[config.mk]
export PLATFORM = sky130hd
export DESIGN_NAME = permute_issue
export DESIGN_NICKNAME = d
export VERILOG_FILES = /design/src/rtl/permute_issue.sv
export SDC_FILE = /design/constraint.sdc
export NUM_CORES = 1
export LEC_CHECK = 0
export ABC_AREA = 0
export ABC_CLOCK_PERIOD_IN_PS = 29500
export CAP_MARGIN = 20
export CORE_AREA = 2 2 234 236
export DETAILED_ROUTE_END_ITERATION = 6
export DIE_AREA = 0 0 236 238
export MAX_ROUTING_LAYER = met4
export PLACE_DENSITY = 0.63
export RECOVER_POWER = 25
export SYNTH_ARGS = -nofsm -noshare
export SYNTH_HDL_FRONTEND = slang
export SYNTH_SLANG_ARGS = --single-unit
[constraint.sdc]
create_clock -name clk -period 29.5 [get_ports clk]
set_input_delay 4.425 -clock clk [delete_from_list [all_inputs] [get_ports clk]]
set_output_delay 4.425 -clock clk [all_outputs]
set_load 0.005 [all_outputs]
[src/rtl/permute_issue.sv]
// SPU permute-pipe decode/issue stage with a shift-register write scoreboard.
// Optional stall counter output enabled by PERMUTE_ISSUE_STATS_EN.
module permute_issue #(
  parameter int PEND_DEPTH = 6
) (
  input  logic         clk,
  input  logic         reset,
  input  logic         instr_valid,
  input  logic [0:31]  instr,
  output logic         instr_ready,
  output logic [0:6]   ra_addr,
  output logic [0:6]   rb_addr,
  input  logic [0:127] ra_data,
  input  logic [0:127] rb_data,
  output logic [0:10]  op,
  output logic [2:0]   format,
  output logic [0:6]   rt_addr,
  output logic [0:127] ra,
  output logic [0:127] rb,
  output logic [0:17]  imm,
  output logic         reg_write
`ifdef PERMUTE_ISSUE_STATS_EN
  ,
  output logic [15:0]  stall_cnt
`endif
);

  typedef enum logic [1:0] {
    C_ILL,
    C_RR,
    C_GB,
    C_RI7
  } cls_e;

  logic [0:10] opc11;
  logic [0:6]  f_rb;
  logic [0:6]  f_ra;
  logic [0:6]  f_rt;
  cls_e        cls;
  logic        use_a;
  logic        use_b;
  logic        hazard;
  logic        issue;

  assign opc11 = instr[0:10];
  assign f_rb  = instr[11:17];
  assign f_ra  = instr[18:24];
  assign f_rt  = instr[25:31];

  assign ra_addr = f_ra;
  assign rb_addr = f_rb;

  always_comb begin
    cls = C_ILL;
    unique case (opc11)
      11'b00111011011,
      11'b00111011111,
      11'b00111011000,
      11'b00111011100: cls = C_RR;
      11'b00110110010,
      11'b00110110001,
      11'b00110110000: cls = C_GB;
      11'b00111111011,
      11'b00111111111,
      11'b00111111000,
      11'b00111111100: cls = C_RI7;
      default:         cls = C_ILL;
    endcase
  end

  assign use_a = (cls != C_ILL);
  assign use_b = (cls == C_RR);

  logic       sb_v_q [PEND_DEPTH];
  logic [6:0] sb_a_q [PEND_DEPTH];

  always_comb begin
    hazard = 1'b0;
    for (int i = 0; i < PEND_DEPTH; i++) begin
      if (sb_v_q[i]) begin
        if (use_a && sb_a_q[i] == f_ra) hazard = 1'b1;
        if (use_b && sb_a_q[i] == f_rb) hazard = 1'b1;
      end
    end
  end

  // Ready deliberately ignores instr_valid.
  assign instr_ready = !reset && !hazard;
  assign issue = instr_valid && instr_ready;

  logic [0:10]  op_d, op_q;
  logic [2:0]   fmt_d, fmt_q;
  logic [0:6]   rt_d, rt_q;
  logic [0:127] ra_d, ra_q;
  logic [0:127] rb_d, rb_q;
  logic [0:17]  imm_d, imm_q;
  logic         we_d, we_q;

  always_comb begin
    op_d  = '0;
    fmt_d = '0;
    rt_d  = '0;
    ra_d  = '0;
    rb_d  = '0;
    imm_d = '0;
    we_d  = 1'b0;
    if (issue && cls != C_ILL) begin
      op_d = opc11;
      rt_d = f_rt;
      ra_d = ra_data;
      we_d = 1'b1;
      if (cls == C_RI7) begin
        fmt_d = 3'd2;
        imm_d = {11'b0, f_rb};
      end else begin
        rb_d = rb_data;
      end
    end
  end

  always_ff @(posedge clk or posedge reset) begin
    if (reset) begin
      op_q  <= '0;
      fmt_q <= '0;
      rt_q  <= '0;
      ra_q  <= '0;
      rb_q  <= '0;
      imm_q <= '0;
      we_q  <= 1'b0;
    end else begin
      op_q  <= op_d;
      fmt_q <= fmt_d;
      rt_q  <= rt_d;
      ra_q  <= ra_d;
      rb_q  <= rb_d;
      imm_q <= imm_d;
      we_q  <= we_d;
    end
  end

  // Oldest entry falls off the end; nops shift in an invalid slot.
  always_ff @(posedge clk or posedge reset) begin
    if (reset) begin
      for (int i = 0; i < PEND_DEPTH; i++) begin
        sb_v_q[i] <= 1'b0;
        sb_a_q[i] <= '0;
      end
    end else begin
      sb_v_q[0] <= we_d;
      sb_a_q[0] <= rt_d;
      for (int i = 1; i < PEND_DEPTH; i++) begin
        sb_v_q[i] <= sb_v_q[i-1];
        sb_a_q[i] <= sb_a_q[i-1];
      end
    end
  end

  assign op        = op_q;
  assign format    = fmt_q;
  assign rt_addr   = rt_q;
  assign ra        = ra_q;
  assign rb        = rb_q;
  assign imm       = imm_q;
  assign reg_write = we_q;

`ifdef PERMUTE_ISSUE_STATS_EN
  logic [15:0] stall_q;

  always_ff @(posedge clk or posedge reset) begin
    if (reset) begin
      stall_q <= '0;
    end else if (instr_valid && !instr_ready
                 && stall_q != 16'hFFFF) begin
      stall_q <= stall_q + 16'd1;
    end
  end

  assign stall_cnt = stall_q;
`endif

endmodule

==> out/results.tsv, run 1 <==
stage	metric	value	unit
logic_synthesis	synth.distinct_cells	28	
sta	fin_crit	11.99	ns
worst_setup_path	crit_required	25.08	ns
routing	drt_wl_total	42.63	mm
placed_design	place_inst	2185	
worst_setup_path	start_kind	primary input	
floorplan	core_area	53500	um2
floorplan	dieArea	56170	um2
routing	ant_nets	0	
global_route	grt_overflow_total	0	
sta	tightestPinTransition	4.496	ns
sta	fmax	83.43	MHz
logic_synthesis	synth-xor-area-share	5.419	%
logic_synthesis	synth_area	13580	um2
routing	dr.pass1.iters	4	
logic_synthesis	synthMuxAreaShare	0	%
clock_network	hold_buffers	0	
worst_setup_path	rrSetupSlack	25.30	ns
cells_and_area	n_fill_cell	5132	
clock_network	clkSinkCount	323	
worst_setup_path	r2r_start	sb_a_q[39]$_DFF_PP0_	
floorplan	dieHeight	238	um
run	cap_violations	1	
logic_synthesis	synth_compound_area_share	0.3871	%
logic_synthesis	synth_adder_area_share	0	%
logic_synthesis	synth_top_area_share	59.54	%
logic_synthesis	ys_ff_latch	323	
worst_setup_path	crit_top_cell	clkdlybuf4s50_1	
placed_design	dp_hpwl	30.38	mm
run_status	violations	max-capacitance violations, max-slew violations	
floorplan	die_x	236	um
logic_synthesis	synth_top_family_by_area	simple AND/OR/NAND/NOR gates	
global_route	grt_pass1_vias	10550	
cells_and_area	syn2layout_area_growth	54.29	%
power	power_density	47.28	nW/um2
global_route	grt_first_pass_wirelength	64.34	mm
clock_network	clk_pin_slew	0.05	ns
clock_network	root_buffer	clkbuf_16	
worst_setup_path	worstReg2RegEnd	ra[0]$_DFF_PP0_	
worst_setup_path	cp-end-kind	output pin	
sta	tns	0	ns
cells_and_area	fin_cells	2255	
sta	slew_violations	100	
worst_setup_path	worstPathMaxFanout	9	
hold_path	min_from	sb_v_q[1]$_DFF_PP0_	
sta	whs	0.4285	ns
placed_design	port_buffers	588	
logic_synthesis	syn_area_per_cell	13.60	um2
logic_synthesis	yosysTopAreaCell	dfrtp_1	
clock_network	cts_tree	done	
worst_setup_path	slowest_stage	clkdlybuf4s50_1	
worst_setup_path	crit_type	primary input to output pin	
routing	drt-initial-drc-count	373	
logic_synthesis	yosysSeqAreaShare	59.54	%
clock_network	cts-resized-gates	0	
logic_synthesis	synth_top_flop_cell	dfrtp_1	
logic_synthesis	synthTopCellsByArea	dfrtp_1 60%, nor3b_2 13%, nor3_2 9.4%, xnor2_1 4.6%, nand2_1 3.6%	
global_route	grtUsageTotal	15.30	%
clock_network	cts_inserted_buffers	38	
global_route	grt_start_max_net_pins	158	
worst_setup_path	max_stage_delay	0.82	ns
routing	routed_via_density	4.243	
clock_network	cts_buffer_depth	3	
floorplan	ios	602	
routing	drt-wirelength-per-cell	18.90	um
worst_setup_path	startpoint	instr[23]	
sta	post-route-period-util	40.63	%
sta	hold_violations	0	
sta	fin_skew	0.02669	ns
run_status	status	complete, but fails checks	
power	leakage	9.041	nW
logic_synthesis	synth-simple-area-share	28.32	%
clock_network	worstSkewPairLatency	0.55	ns
hold_path	min_path_cells	0	
clock_network	post_cts_buffers	0	
placed_design	gp_congestion	0.8453	
sta	rsz0062_at_grt	false	
sta	slew_headroom	-201.4	%
routing	drc	0	
power	fin_total_pwr	0.0009903	W
sta	setup_viol	0	
cells_and_area	fin_nets	1820	
routing	vias	9568	
floorplan	start_util	25.38	%
global_route	antenna_found_initial	4	
logic_synthesis	synthArstFlopShare	100.0	%
hold_path	hold_class	flip-flop to flip-flop	
worst_setup_path	r2r_cells	8	
power	ir_worst_vdd	0.04423	mV
worst_setup_path	critical_path.cell_chain	clkdlybuf4s50_1 -> xnor2_1 -> nand4_1 -> nor2_1 -> nor4_1 -> a21oi_1 -> nor3_1 -> clkdlybuf4s50_1	
worst_setup_path	critPathArrivalTime	7.56	ns
floorplan	rows	85	
logic_synthesis	ys_warn_count	0	
clock_network	h-tree-depth	2	
logic_synthesis	synth_edf_count	0	
logic_synthesis	synth_cells	998	
hold_path	min_to	sb_v_q[0]$_DFF_PP0_	
cells_and_area	drive_gt1_share	21.72	%
layout by cell type (no fill, tap or decap), drive strengths merged, types with 7 or more instances in the layout:
master / count
nor3b: 148
dlygate4sd3: 99
xor2: 12
buf: 11
clkinv: 7
nor3: 130
xnor2: 72
nand2: 130
clkbuf: 55
conb: 15
nand4: 22
clkdlybuf4s50: 489
dfrtp: 323
nor2: 16
layout make-up:
cell class	instances	area [um2]	share of cell area (%)
tap	696	870.8	4.158
sequential	323	8083	38.59
clock inverter	12	170.2	0.8124
timing repair buffer	599	5993	28.61
multi-input combinational	565	4716	22.51
clock buffer	55	1096	5.233
inverter	2	8.758	0.04182
antenna	3	7.507	0.03584
worst max-delay path by stage:
stage	endpoint	slack, ns	depth (start not counted)
finish	instr_ready	17.51	8
global route	instr_ready	17.29	8
CTS	instr_ready	17.50	8
detailed placement	instr_ready	17.52	8
global placement	instr_ready	17.60	8
floorplan	format[1]$_DFF_PP0_	16.11	1
stage by stage:
stage,instance area (um2),util [%],setup WS [ns]
floorplan,13630,-,16.11
global placement,19680,36.78,17.60
detailed placement,19680,36.78,17.52
CTS,20940,39.15,17.50
global route,20950,39.15,17.29
finish,20950,39.15,17.51
metal layers:
layer | up-vias | part of all wire, % | global-route usage (%)
met5 | - | 0 | -
met4 | 0 | 2.5 | 4.536
met3 | 68 | 10 | 5.969
met2 | 437 | 50 | 25.40
met1 | 4745 | 38 | 17.03
li1 | 4318 | - | -
synthesized netlist by cell type (all sizes together), types with 2 or more instances:
library cell and number:
a21oi 3, buf 105, clkbuf 17, dfrtp 323
inv 2, nand2 130, nand3 3, nand3b 2
nand4 22, nor2 16, nor3 130, nor3b 148
nor4 3, o21ai 3, xnor2 72, xor2 12
power by group:
group          switching [W]  internal [W]   total, W
combinational      0.0000264     0.0000452  0.0000716
sequential       0.000000233      0.000444   0.000444
clock               0.000189      0.000286   0.000475
logic make-up after synthesis:
kind of cell              count (synthesis)
AOI/OAI and AO/OA                         9
xor gates and xnor gates                 84
buffers and inverters                   124
DFF                                     323
other                                     1
and+or+nand+nor                         457
registers in the layout, summed over array words and instances, names as in the netlist:
name and flops:
format 1, op 11, ra 128, rb 128, sb_v_q 6, imm 7, sb_a_q 42
critical path, delay by kind of cell:
kind,cells,cell delay (ns)
compound gates,1,0.45
xor+xnor,1,0.16
buf+inv,2,1.39
simple gates,4,1.14
Power figures use the tool's default switching activity.
==> run 2: changes to the inputs <==
Settings changed: ABC_CLOCK_PERIOD_IN_PS 29500 to 9700, CORE_AREA 2 2 234 236 to 2 2 236 238, DIE_AREA 0 0 236 238 to 0 0 238 240, PLACE_DENSITY 0.63 to 0.64.
Clock period 29.5 ns to 9.7 ns, I/O delays scaled along.
==> run 2 against run 1 <==
Cell count is 0.44% higher; first-iteration DRC count is 17% lower; critical path depth is 5 lower; critical endpoint is now rb[71]$_DFF_PP0_; the flow still finishes with violations (max-capacitance violations, max-slew violations); clock power grew to 3.1 times the previous value.
==> out/results.tsv, run 2 (synthesis gave the netlist of run 1 again) <==
stage	metric	value	unit	change
floorplan	dieHeight	240	um	+0.84%
placed_design	port_buffers	588		unchanged
placed_design	place_area	19700	um2	+0.12%
cells_and_area	fin_nets	1821		+0.055%
sta	fmax	161.9	MHz	
sta	hold_violations	0		unchanged
power	intPower	0.002401	W	+210%
sta	slew_headroom	-158.5	%	+43 points
cells_and_area	seq_area	8083	um2	unchanged
placed_design	gp_congestion	0.9120		+7.9%
clock_network	cts_buffer_depth	3		unchanged
cells_and_area	drive_gt1_share	21.69	%	-0.028 points
placed_design	place_inst	2192		+0.32%
worst_setup_path	max_stage_delay	2.69	ns	+1.87 ns
routing	drc	0		unchanged
sta	fin_skew	0.01524	ns	-0.01145 ns
global_route	grt_start_max_net_pins	153		-3.2%
floorplan	start_util	24.84	%	-0.54 points
hold_path	min_to	sb_a_q[6]$_DFF_PP0_		
worst_setup_path	rrSetupSlack	5.68	ns	-19.62 ns
routing	ant_nets	0		unchanged
clock_network	h-tree-depth	2		unchanged
power	pwr-share-comb	7.2	%	about the same
cells_and_area	n_fill_cell	5201		+1.3%
global_route	grtUsageTotal	15.04	%	-0.26 points
power	p_sw	0.0006423	W	+200%
clock_network	root_buffer	clkbuf_16		
clock_network	worstSkewPairLatency	0.54	ns	about the same
sta	whs	0.4300	ns	+0.001417 ns
run_status	violations	max-capacitance violations, max-slew violations		
cells_and_area	layout_commonest_cell	clkdlybuf4s50_1		
worst_setup_path	worstPathMaxFanout	152		+143
global_route	antenna_found_initial	4		unchanged
sta	tns	0	ns	unchanged
worst_setup_path	cp-end-kind	asynchronous set/reset pin		
power	leakage	9.270	nW	+2.5%
sta	fin_crit	6.177	ns	
sta	rsz0062_at_grt	false		
clock_network	cts_inserted_buffers	39		+2.6%
power	power_density	144.8	nW/um2	+210%
clock_network	clk_pin_slew	0.05	ns	about the same
routing	dr.pass1.iters	5		+1
power	p_sw_share	21.11	%	-0.65 points
worst_setup_path	crit_required	9.44	ns	-15.64 ns
power	pwr-share-clk	48.4	%	+0.5 points
floorplan	ios	602		unchanged
routing	routed_via_density	4.192		-1.2%
global_route	grt_overflow_total	0		unchanged
floorplan	die_x	238	um	+0.85%
routing	drt_wl_total	43.13	mm	+1.2%
global_route	grt_first_pass_wirelength	63.59	mm	-1.2%
sta	slew_violations	153		+53%
worst_setup_path	slowest_stage	clkbuf_2		
cells_and_area	fin_cells	2265		+0.44%
floorplan	core_area	54660	um2	+2.2%
floorplan	rows	86		+1.2%
worst_setup_path	start_kind	primary input		
worst_setup_path	critical_path.cell_chain	dlygate4sd3_1 -> clkinvlp_2 -> clkbuf_2		
worst_setup_path	r2r_start	sb_a_q[39]$_DFF_PP0_		
run_status	status	complete, but fails checks		
hold_path	min_from	sb_a_q[13]$_DFF_PP0_		
power	ir_worst_vdd	0.1051	mV	+140%
hold_path	min_path_cells	0		unchanged
run	cap_violations	1		unchanged
hold_path	hold_class	flip-flop to flip-flop		
worst_setup_path	critPathArrivalTime	5.92	ns	-1.64 ns
routing	drt-wirelength-per-cell	19.04	um	+0.72%
power	fin_total_pwr	0.003043	W	+210%
clock_network	clkSinkCount	323		unchanged
cells_and_area	multi_input_area	4716	um2	unchanged
floorplan	dieArea	57120	um2	+1.7%
cells_and_area	syn2layout_area_growth	54.84	%	
routing	drt-initial-drc-count	311		-17%
routing	vias	9494		-0.77%
power	power_frac_seq	44.4	%	-0.4 points
cells_and_area	final_cell_mix	432 x clkdlybuf4s50_1, 323 x dfrtp_1, 156 x dlygate4sd3_1		
global_route	grt_pass1_vias	10440		-0.96%
worst_setup_path	worstReg2RegEnd	ra[0]$_DFF_PP0_		
clock_network	hold_buffers	0		unchanged
worst_setup_path	r2r_cells	8		unchanged
clock_network	cts_tree	done		
worst_setup_path	startpoint	reset		
sta	setup_viol	0		unchanged
placed_design	dp_hpwl	30.55	mm	+0.59%
sta	post-route-period-util	63.68	%	
clock_network	post_cts_buffers	0		unchanged
sta	tightestPinTransition	3.878	ns	-0.6177 ns
clock_network	cts-resized-gates	0		unchanged
worst_setup_path	crit_type	primary input to asynchronous set/reset pin		
cells_and_area	postLayoutCellArea	21020	um2	+0.36%
-- run 2: cell type report --
cell class / instances / area share, %
Antenna cell: 3 / 0.03571
Clock buffer: 61 / 5.619
Clock inverter: 8 / 0.5714
Inverter: 2 / 0.04167
Multi-Input combinational cell: 565 / 22.43
Sequential cell: 323 / 38.45
Tap cell: 704 / 4.190
Timing Repair Buffer: 599 / 28.65
-- run 2: stage by stage --
stage	util, %	setup WS (ns)
after floorplan	-	2.071
after global placement	36.04	3.654
after detailed placement	36.04	3.670
after CTS	38.42	3.658
after global routing	38.45	2.494
final	38.45	3.523
-- run 2: worst max path at each step --
stage / slack (ns) / cells after the start / to
2_1_floorplan: 2.07 / 3 / imm[11]$_DFF_PP0_
3_3_place_gp: 3.65 / 8 / instr_ready
3_5_place_dp: 3.67 / 8 / instr_ready
4_1_cts: 3.66 / 8 / instr_ready
5_1_grt: 2.49 / 3 / rb[71]$_DFF_PP0_
6_report: 3.52 / 3 / rb[71]$_DFF_PP0_
-- run 2: critical path: cells and delay by family --
family | cells | cell delay, ns
buffers and inverters | 3 | 4.16
-- run 2: per-layer routing --
metal | track usage [%] | part of all wire [%] | vias up
li1 | - | - | 4322
met1 | 16.07 | 37 | 4694
met2 | 25.89 | 51 | 429
met3 | 5.913 | 9.9 | 49
met4 | 4.242 | 2.2 | 0
met5 | - | 0 | -
-- run 2: power by group through the flow --
stage | combinational [W] | clock (W) | sequential (W)
after floorplan | 0.0000836 | 0 | 0.00138
after global placement | 0.000222 | 0 | 0.00137
after detailed placement | 0.000223 | 0 | 0.00137
after CTS | 0.000225 | 0.00153 | 0.00135
after global routing | 0.000239 | 0.00158 | 0.00135
final | 0.000220 | 0.00147 | 0.00135
==> run 3: changes to the inputs <==
Settings changed: ABC_CLOCK_PERIOD_IN_PS 9700 to 6400, CORE_AREA 2 2 236 238 to 2 2 231 233, DIE_AREA 0 0 238 240 to 0 0 233 235.
Clock period 9.7 ns to 6.4 ns, I/O delays scaled along.
==> run 3 against run 2 <==
The flow now finishes without violations; combinational power rose by 50%; worst hold slack lost 0.018 ns; first-iteration DRC count increased by 1.9%; routed wire length decreased by 4.2%; critical path type is now primary input to output pin; core utilization is 1.6 points higher; via count is 0.31% higher; setup slack worse by 2.3 ns; highest routed layer unchanged; total power increased by 48%.
==> out/results.tsv, run 3 (synthesis gave the netlist of run 1 again) <==
stage	metric	value	unit	change
clock_network	root_buffer	clkbuf_16		
placed_design	port_buffers	588		unchanged
clock_network	worstSkewPairLatency	0.54	ns	about the same
cells_and_area	final_cell_mix	587 x clkdlybuf4s50_1, 323 x dfrtp_1, 137 x nor3b_2		
sta	post-route-period-util	80.22	%	
run_status	status	finished, final reports clean		
power	p_sw	0.0009627	W	+50%
clock_network	cts_tree	done		
power	intPower	0.003532	W	+47%
clock_network	cts-resized-gates	0		unchanged
clock_network	post_cts_buffers	0		unchanged
power	p_sw_share	21.42	%	+0.31 points
worst_setup_path	startpoint	instr[19]		
power	pwr-share-clk	47.1	%	-1.3 points
sta	tightestPinTransition	1.076	ns	-2.802 ns
power	ir_worst_vdd	0.1525	mV	+45%
global_route	grt_overflow_total	0		unchanged
cells_and_area	n_fill_cell	5011		-3.7%
floorplan	ios	602		unchanged
routing	drt-initial-drc-count	317		+1.9%
power	power_frac_seq	45.5	%	+1.1 points
sta	setup_viol	0		unchanged
power	power_density	214.7	nW/um2	+48%
sta	rsz0062_at_grt	false		
sta	worst_slack	1.266	ns	-2.257 ns
hold_path	min_from	sb_v_q[1]$_DFF_PP0_		
worst_setup_path	cp-end-kind	output pin		
routing	routed_via_density	4.242		+1.2%
worst_setup_path	critPathArrivalTime	4.17	ns	-1.75 ns
floorplan	core_area	52240	um2	-4.4%
hold_path	hold_class	flip-flop to flip-flop		
worst_setup_path	start_kind	primary input		
cells_and_area	utilization	40.08	%	+1.6 points
routing	drc	0		unchanged
routing	ant_nets	0		unchanged
placed_design	dp_hpwl	29.36	mm	-3.9%
sta	slew_violations	0		-100%
cells_and_area	layout_commonest_cell	clkdlybuf4s50_1		
global_route	grt_start_max_net_pins	162		+5.9%
routing	dr.pass1.iters	4		-1
global_route	grt_first_pass_wirelength	61.62	mm	-3.1%
routing	drt-wirelength-per-cell	18.41	um	-3.3%
routing	vias	9523		+0.31%
floorplan	die_x	233	um	-2.1%
global_route	grt_pass1_vias	10330		-1.1%
floorplan	start_util	25.99	%	+1.2 points
placed_design	place_area	19710	um2	about the same
clock_network	cts_buffer_depth	3		unchanged
cells_and_area	fin_nets	1819		-0.11%
cells_and_area	drive_gt1_share	21.56	%	-0.14 points
power	leakage	8.689	nW	-6.3%
clock_network	clk_pin_slew	0.06	ns	about the same
global_route	grtUsageTotal	15.17	%	+0.13 points
power	fin_total_pwr	0.004495	W	+48%
worst_setup_path	worstPathMaxFanout	9		-94%
worst_setup_path	r2r_start	sb_a_q[8]$_DFF_PP0_		
clock_network	h-tree-depth	2		unchanged
global_route	antenna_found_initial	3		-1
sta	fin_crit	5.134	ns	
clock_network	hold_buffers	0		unchanged
clock_network	cts_inserted_buffers	38		-2.6%
cells_and_area	postLayoutCellArea	20940	um2	-0.40%
sta	slew_headroom	28.28	%	+190 points
floorplan	dieHeight	235	um	-2.1%
power	pwr-share-comb	7.3	%	about the same
placed_design	pre_cts_ws	1.315	ns	-2.355 ns
sta	fin_skew	0.01300	ns	-0.002247 ns
worst_setup_path	crit_type	primary input to output pin		
floorplan	rows	84		-2.3%
routing	drt_wl_total	41.33	mm	-4.2%
sta	hold_violations	0		unchanged
worst_setup_path	crit_required	5.44	ns	-4.00 ns
sta	fmax	194.8	MHz	
cells_and_area	syn2layout_area_growth	54.22	%	
run	cap_violations	0		-1
placed_design	gp_congestion	0.8656		-5.1%
clock_network	clkSinkCount	323		unchanged
floorplan	dieArea	54760	um2	-4.1%
-- run 3: layout make-up --
class                      instances  area, um2  area share [%]
clock buffer                      58       1150           5.492
clock inverter                     8      75.07          0.3586
multi-input combinational        565       4716           22.52
timing repair buffer             598       6036           28.83
antenna                            3      7.507         0.03586
tap                              688      860.8           4.112
inverter                           2      8.758         0.04183
sequential                       323       8083           38.61
-- run 3: worst max-delay path: stages --
cell	delay, ns
clkdlybuf4s50_1	0.66
xnor2_1	0.25
nand4_1	0.11
nor2_1	0.05
nor4_1	0.69
a21oi_1	0.42
nor3_1	0.43
clkdlybuf4s50_1	0.60
-- run 3: routing by layer --
layer | vias up | share of wire [%] | routed length, um | track usage, %
met4 | 0 | 3.1 | 1275 | 5.250
met1 | 4704 | 37 | 15450 | 16.32
met3 | 73 | 9.5 | 3922 | 5.716
met5 | - | 0 | 0 | -
li1 | 4317 | - | - | -
met2 | 429 | 50 | 20680 | 25.50
-- run 3: path summary, 6_finish.rpt --
kind	slack (ns)	end	cells after the start
setup / recovery	1.27	instr_ready	8
hold / removal	0.41	sb_v_q[0]$_DFF_PP0_	0
setup reg to reg	3.14	ra[90]$_DFF_PP0_	8
hold reg to reg	0.41	sb_v_q[0]$_DFF_PP0_	0
max in group asynchronous	4.11	rb[66]$_DFF_PP0_	3
min in group asynchronous	1.00	op[6]$_DFF_PP0_	2
-- run 3: per-stage QoR --
| step | hold slack, ns | cells | TNS, ns |
|---|---|---|---|
| 5_1_grt | 0.4327 | 2245 | 0 |
| 3_3_place_gp | 0.3941 | 2176 | 0 |
| 2_1_floorplan | 0.3732 | 1012 | -5.450 |
| 4_1_cts | 0.4131 | 2242 | 0 |
| 3_5_place_dp | 0.3996 | 2176 | 0 |
| 6_report | 0.4118 | 2245 | 0 |
-- run 3: power by group through the flow --
stage                     Clock [W]  Sequential, W  Combinational [W]
after floorplan                   0        0.00208           0.000127
after global placement            0        0.00208           0.000332
after detailed placement          0        0.00208           0.000334
after CTS                   0.00219        0.00205           0.000337
after global routing        0.00228        0.00204           0.000360
final                       0.00212        0.00205           0.000330
